$ cat config.mk
export PLATFORM = sky130hd
export DESIGN_NAME = mem_byte_responder
export DESIGN_NICKNAME = d
export VERILOG_FILES = /design/src/rtl/mem_byte_responder.sv
export SDC_FILE = /design/constraint.sdc
export NUM_CORES = 1
export LEC_CHECK = 0
export CAP_MARGIN = 40
export CORE_UTILIZATION = 53
export DETAILED_ROUTE_END_ITERATION = 10
export PLACE_DENSITY = 0.87
export REMOVE_ABC_BUFFERS = 1
export SLEW_MARGIN = 40
export SYNTH_ARGS = -nofsm -noshare
export SYNTH_HDL_FRONTEND = slang
export SYNTH_SLANG_ARGS = --single-unit
$ cat constraint.sdc
create_clock -name clk_in -period 10.8 [get_ports clk_in]
set_input_delay 2.16 -clock clk_in [delete_from_list [all_inputs] [get_ports clk_in]]
set_output_delay 2.16 -clock clk_in [all_outputs]
set_load 0.01 [all_outputs]
$ cat src/rtl/mem_byte_responder.sv
// mem_byte_responder
//   Serializes 1/2/4-byte CPU memory requests onto an 8-bit external RAM/IO
//   bus, one byte per cycle. Read bytes are assembled little-endian and
//   zero-extended into a 32-bit result. The memory returns data one cycle
//   after the address is driven, so reads run as a one-deep pipeline.
//
// Ports
//   clk_in          system clock, rising edge
//   rst_n_in        asynchronous active-low reset
//   rdy_in          global ready; the block is frozen while low
//   mem_din         byte returned for the address driven in the previous cycle
//   mem_dout        write byte
//   mem_a           byte address
//   mem_wr          1 = write this cycle
//   io_buffer_full  UART buffer full; stalls writes to the I/O region
//   req_valid       request present; sampled only in IDLE
//   wr              1 = store, 0 = load
//   len             0 = byte, 1 = half, other values = word
//   addr            start byte address
//   value           store data, little-endian
//   ready           one-cycle completion pulse
//   result          load data, valid while ready = 1
//
// state   | meaning
// --------+-------------------------------------------------------------
// S_IDLE  | no request in flight; the ready pulse cycle is an IDLE cycle
// S_READ  | issuing byte addresses and capturing returned bytes
// S_WRITE | issuing one byte write per cycle

module mem_byte_responder #(
    parameter int         ADDR_W = 32,
    parameter logic [1:0] IO_HI  = 2'b11
) (
    input  logic              clk_in,
    input  logic              rst_n_in,
    input  logic              rdy_in,
    input  logic [7:0]        mem_din,
    output logic [7:0]        mem_dout,
    output logic [ADDR_W-1:0] mem_a,
    output logic              mem_wr,
    input  logic              io_buffer_full,
    input  logic              req_valid,
    input  logic              wr,
    input  logic [2:0]        len,
    input  logic [ADDR_W-1:0] addr,
    input  logic [31:0]       value,
    output logic              ready,
    output logic [31:0]       result
);

    typedef enum logic [1:0] {
        S_IDLE  = 2'd0,
        S_READ  = 2'd1,
        S_WRITE = 2'd2
    } state_t;

    state_t              state_q;
    state_t              state_d;

    logic [2:0]          n_q;        // bytes in this request (1, 2 or 4)
    logic [ADDR_W-1:0]   base_q;
    logic [31:0]         value_q;
    logic [2:0]          issue_q;    // index of the byte address driven now
    logic [2:0]          cap_q;      // number of read bytes captured so far
    logic                pend_q;     // mem_din holds a byte we asked for
    logic                stall_q;    // previous cycle had rdy_in low
    logic                ready_q;
    logic [31:0]         result_q;

    logic [2:0]          len_n;
    logic [2:0]          cur_idx;
    logic [ADDR_W-1:0]   cur_addr;
    logic                io_stall;
    logic                last_cap;
    logic                wr_last;

    logic [ADDR_W-1:0]   mem_a_c;
    logic [7:0]          mem_dout_c;
    logic                mem_wr_c;

    always_comb begin
        case (len)
            3'd0:    len_n = 3'd1;
            3'd1:    len_n = 3'd2;
            default: len_n = 3'd4;
        endcase
    end

    // After a pause the byte in flight was never captured, so the first
    // cycle back re-issues the lowest uncaptured address instead.
    assign cur_idx  = (state_q == S_READ && stall_q) ? cap_q : issue_q;
    assign cur_addr = base_q + ADDR_W'(cur_idx);

    assign io_stall = (state_q == S_WRITE) && (cur_addr[17:16] == IO_HI)
                      && io_buffer_full;

    assign last_cap = pend_q && !stall_q && ((cap_q + 3'd1) == n_q);
    assign wr_last  = (issue_q + 3'd1) == n_q;

    // State register
    always_ff @(posedge clk_in or negedge rst_n_in) begin
        if (!rst_n_in) begin
            state_q <= S_IDLE;
        end else if (rdy_in) begin
            state_q <= state_d;
        end
    end

    // Next-state logic
    always_comb begin
        state_d = state_q;
        case (state_q)
            S_IDLE: begin
                if (req_valid) begin
                    state_d = wr ? S_WRITE : S_READ;
                end
            end
            S_READ: begin
                if (last_cap) begin
                    state_d = S_IDLE;
                end
            end
            S_WRITE: begin
                if (!io_stall && wr_last) begin
                    state_d = S_IDLE;
                end
            end
            default: state_d = S_IDLE;
        endcase
    end

    // Output logic
    always_comb begin
        mem_a_c    = '0;
        mem_dout_c = 8'h00;
        mem_wr_c   = 1'b0;
        case (state_q)
            S_READ: begin
                if (stall_q || (issue_q < n_q)) begin
                    mem_a_c = cur_addr;
                end
            end
            S_WRITE: begin
                mem_a_c    = cur_addr;
                mem_dout_c = value_q[{issue_q[1:0], 3'b000} +: 8];
                mem_wr_c   = rdy_in && !io_stall;
            end
            default: ;
        endcase
    end

    assign mem_a    = mem_a_c;
    assign mem_dout = mem_dout_c;
    assign mem_wr   = mem_wr_c;
    assign ready    = ready_q;
    assign result   = result_q;

    // Request datapath: byte indices, capture and completion pulse
    always_ff @(posedge clk_in or negedge rst_n_in) begin
        if (!rst_n_in) begin
            n_q      <= 3'd0;
            base_q   <= '0;
            value_q  <= 32'h0;
            issue_q  <= 3'd0;
            cap_q    <= 3'd0;
            pend_q   <= 1'b0;
            stall_q  <= 1'b0;
            ready_q  <= 1'b0;
            result_q <= 32'h0;
        end else begin
            stall_q <= !rdy_in;
            if (rdy_in) begin
                ready_q <= 1'b0;
                case (state_q)
                    S_IDLE: begin
                        if (req_valid) begin
                            n_q      <= len_n;
                            base_q   <= addr;
                            value_q  <= value;
                            issue_q  <= 3'd0;
                            cap_q    <= 3'd0;
                            pend_q   <= 1'b0;
                            result_q <= 32'h0;
                        end
                    end
                    S_READ: begin
                        if (stall_q) begin
                            issue_q <= cap_q + 3'd1;
                            pend_q  <= 1'b1;
                        end else begin
                            if (pend_q) begin
                                result_q[{cap_q[1:0], 3'b000} +: 8] <= mem_din;
                                cap_q <= cap_q + 3'd1;
                                if (last_cap) begin
                                    ready_q <= 1'b1;
                                end
                            end
                            if (issue_q < n_q) begin
                                issue_q <= issue_q + 3'd1;
                                pend_q  <= 1'b1;
                            end else begin
                                pend_q  <= 1'b0;
                            end
                        end
                    end
                    S_WRITE: begin
                        if (!io_stall) begin
                            issue_q <= issue_q + 3'd1;
                            if (wr_last) begin
                                ready_q <= 1'b1;
                            end
                        end
                    end
                    default: ;
                endcase
            end
        end
    end

endmodule

==> flow_summary.json <==
{
  "status": "finished, final reports clean",
  "vias": 4453,
  "grt_util_all_layers": 0.2443,
  "pin_count": 155,
  "crit_path_end_kind": "output pin",
  "ys_types": 49,
  "finalSetupTns_ps": 0,
  "finalNetCount": 786,
  "worstSetupPathType": "reg -> out",
  "post_cts_buffers": 0,
  "p_leak_uw": 0.003111,
  "insertion_delay_ps": 370,
  "vdd_drop_max_mv": 0.1443,
  "hold_buffers": 0,
  "synth_area_leaders": "dfrtp_1 48%, mux2_2 13%, nand2_1 6.2%",
  "wirelength_um": 13070,
  "avgRoutedWirePerCell_um": 15.75,
  "die_w_um": 105.9,
  "grt-ovfl-total": 0,
  "drive_above_1_share": 0.1571,
  "start_kind": "register",
  "fin_skew_ps": 18.80,
  "maxSlewViolCount": 0,
  "async_reset_ff_frac": 1.000,
  "ys_ff_latch": 110,
  "worstMarginPinSlew_ps": 731.1,
  "grt_max_degree": 58,
  "fmax_mhz": 159.7,
  "die_height_um": 105.9,
  "clockRootBuffer": "clkbuf_8",
  "worstPathArrival_ps": 4100,
  "synth_edf_count": 0,
  "ys.flop_type": "dfrtp_1",
  "route.detailed.drc": 0,
  "slew_headroom": 0.5126,
  "core_area_um2": 10420,
  "ys_warn_count": 0,
  "yosys.area.top_type_share": 0.4808,
  "io_buffers": 154,
  "grt.met1_usage": 0.3161,
  "path_clk_slew_ps": 120,
  "cts.htree.levels": 3,
  "grt_pass1_wl_um": 21780,
  "finalSetupViolations": 0,
  "hold_violations": 0,
  "synth_most_common_cell": "dfrtp_1",
  "numCtsBuffers": 9,
  "grtUsageMet3": 0.03740,
  "fillers": 735,
  "hp-class": "reg -> reg",
  "firstDrtPassIters": 4,
  "crit_required_ps": 8640,
  "crit_fanout": 10,
  "tritoncts": "built",
  "synthCells": 545,
  "power_density_nw_per_um2": 222.7,
  "grt_pass1_vias": 4586,
  "gp_congestion": 0.8491,
  "place.detailed.hpwl_um": 9751,
  "avgViaCountPerCell": 5.365,
  "clock_sinks": 110,
  "syn_area_per_cell_um2": 10.51,
  "yosys.area.top_type": "dfrtp_1",
  "rows": 37,
  "placedCellCount": 814,
  "clockBufferDepth": 2,
  "antenna_found_initial": 0,
  "cts_resized": 0,
  "final_cells": 830,
  "ant_nets": 0,
  "die-area_um2": 11220,
  "diodes": 0,
  "gr-usage-met2": 0.4174,
  "synth_common_cells": "110 x dfrtp_1, 94 x nand2_1, 65 x mux2_2",
  "rsz0062_at_grt": "no",
  "initial_utilization": 0.5497,
  "period_share": 0.5799,
  "ys_seq_area_frac": 0.4808,
  "area_growth_pct": 32.95,
  "grt-busiest-layer": "met2",
  "min_period_ps": 6263,
  "drt-initial-drc-count": 143,
  "max_cap_viol_count": 0,
  "syn_area_um2": 5725
}
-- final timing paths --
check / from / to / slack (ps) / cells after the start
worst min-delay path: result[0]$_DFFE_PN0P_ / result[0]$_DFFE_PN0P_ / 490 / 2
worst max-delay path: state_q[1]$_DFFE_PN0P_ / mem_a[28] / 4540 / 13
min in group asynchronous: rst_n_in / base_q[9]$_DFFE_PN0P_ / 1820 / 1
worst max register to register: state_q[1]$_DFFE_PN0P_ / issue_q[2]$_DFFE_PN0P_ / 7120 / 12
worst min register to register: result[0]$_DFFE_PN0P_ / result[0]$_DFFE_PN0P_ / 490 / 2
max in group asynchronous: rst_n_in / result[24]$_DFFE_PN0P_ / 7760 / 2
-- power by group --
part	internal, uW	switching, uW	total, uW	leakage (uW)
logic	405	334	739	0.00162
registers	563	138	701	0.00139
clock network	110	145	255	0.000101
-- cells by family after synthesis --
group,count (synthesis),share of synthesized area
adders and majority gates,16,0.03628
xor gates and xnor gates,37,0.05660
muxes,81,0.1733
DFF,110,0.4808
buffers and inverters,40,0.02622
and+or+nand+nor,193,0.1576
AOI/OAI and AO/OA,68,0.06928
-- stage by stage --
stage	setup slack, ps	hold WS (ps)	instance area [um^2]	power (uW)	utilization
floorplan	5796	449.8	5639	1151	-
global placement	4860	461.0	7368	1399	0.7074
detailed placement	4845	469.7	7391	1442	0.7096
CTS	4530	495.9	7592	1698	0.7289
global route	4156	517.4	7612	1812	0.7308
finish	4537	488.4	7612	1695	0.7308
-- sequential cells by signal, summed over array words and instances, names as in the netlist --
signal and cells:
cap_q 3, state_q 2, pend_q 1, result 32, n_q 3, stall_q 1
value_q 32, issue_q 3, base_q 32, ready 1
-- placed cells by master, fill, tap and decap left out, types with 2 or more instances in the layout --
master and count:
xor2_1 22, clkbuf_8 9, xnor2_1 15, nand4_2 2, nor2_1 45, a21o_1 2, and4_1 3, and3_1 7
a211oi_1 2, inv_1 16, nand3_1 7, a21oi_1 3, ha_1 15, nand4_1 8, and2_1 10, nand2b_1 3
and3_2 2, dfrtp_1 110, buf_4 2, o21ai_0 44, nor2b_1 3, o21ai_2 5, mux4_2 8, inv_6 4
mux2i_1 8, mux2_2 65, clkdlybuf4s50_1 153, nand2_1 93
-- worst max-delay path: stages, from the launching register on --
cell             delay (ps)
dfrtp_1                 420
inv_1                   120
ha_1                    400
nand2_1                 200
o21ai_0                 200
ha_1                    240
fa_1                    240
a21o_1                  170
nor2b_1                 460
nand4_1                 310
nor2_1                  230
xnor2_1                  90
nor2_1                   90
clkdlybuf4s50_1         550
-- layer usage --
layer,routed length (um),up-vias,part of all wire
met5,0,-,0
met3,582,21,0.045
met4,261,0,0.020
met2,6676,126,0.51
met1,5551,2158,0.42
li1,-,2148,-
-- final cells by class --
cell class / count / area (um^2) / share of cell area
Sequential cell: 110 / 2753 / 0.3616
Inverter: 17 / 63.81 / 0.008383
Timing Repair Buffer: 156 / 1567 / 0.2058
Clock inverter: 7 / 77.57 / 0.01019
Tap cell: 136 / 170.2 / 0.02235
Clock buffer: 9 / 123.9 / 0.01627
Multi-Input combinational cell: 395 / 2858 / 0.3754
Power figures use the tool's default switching activity.
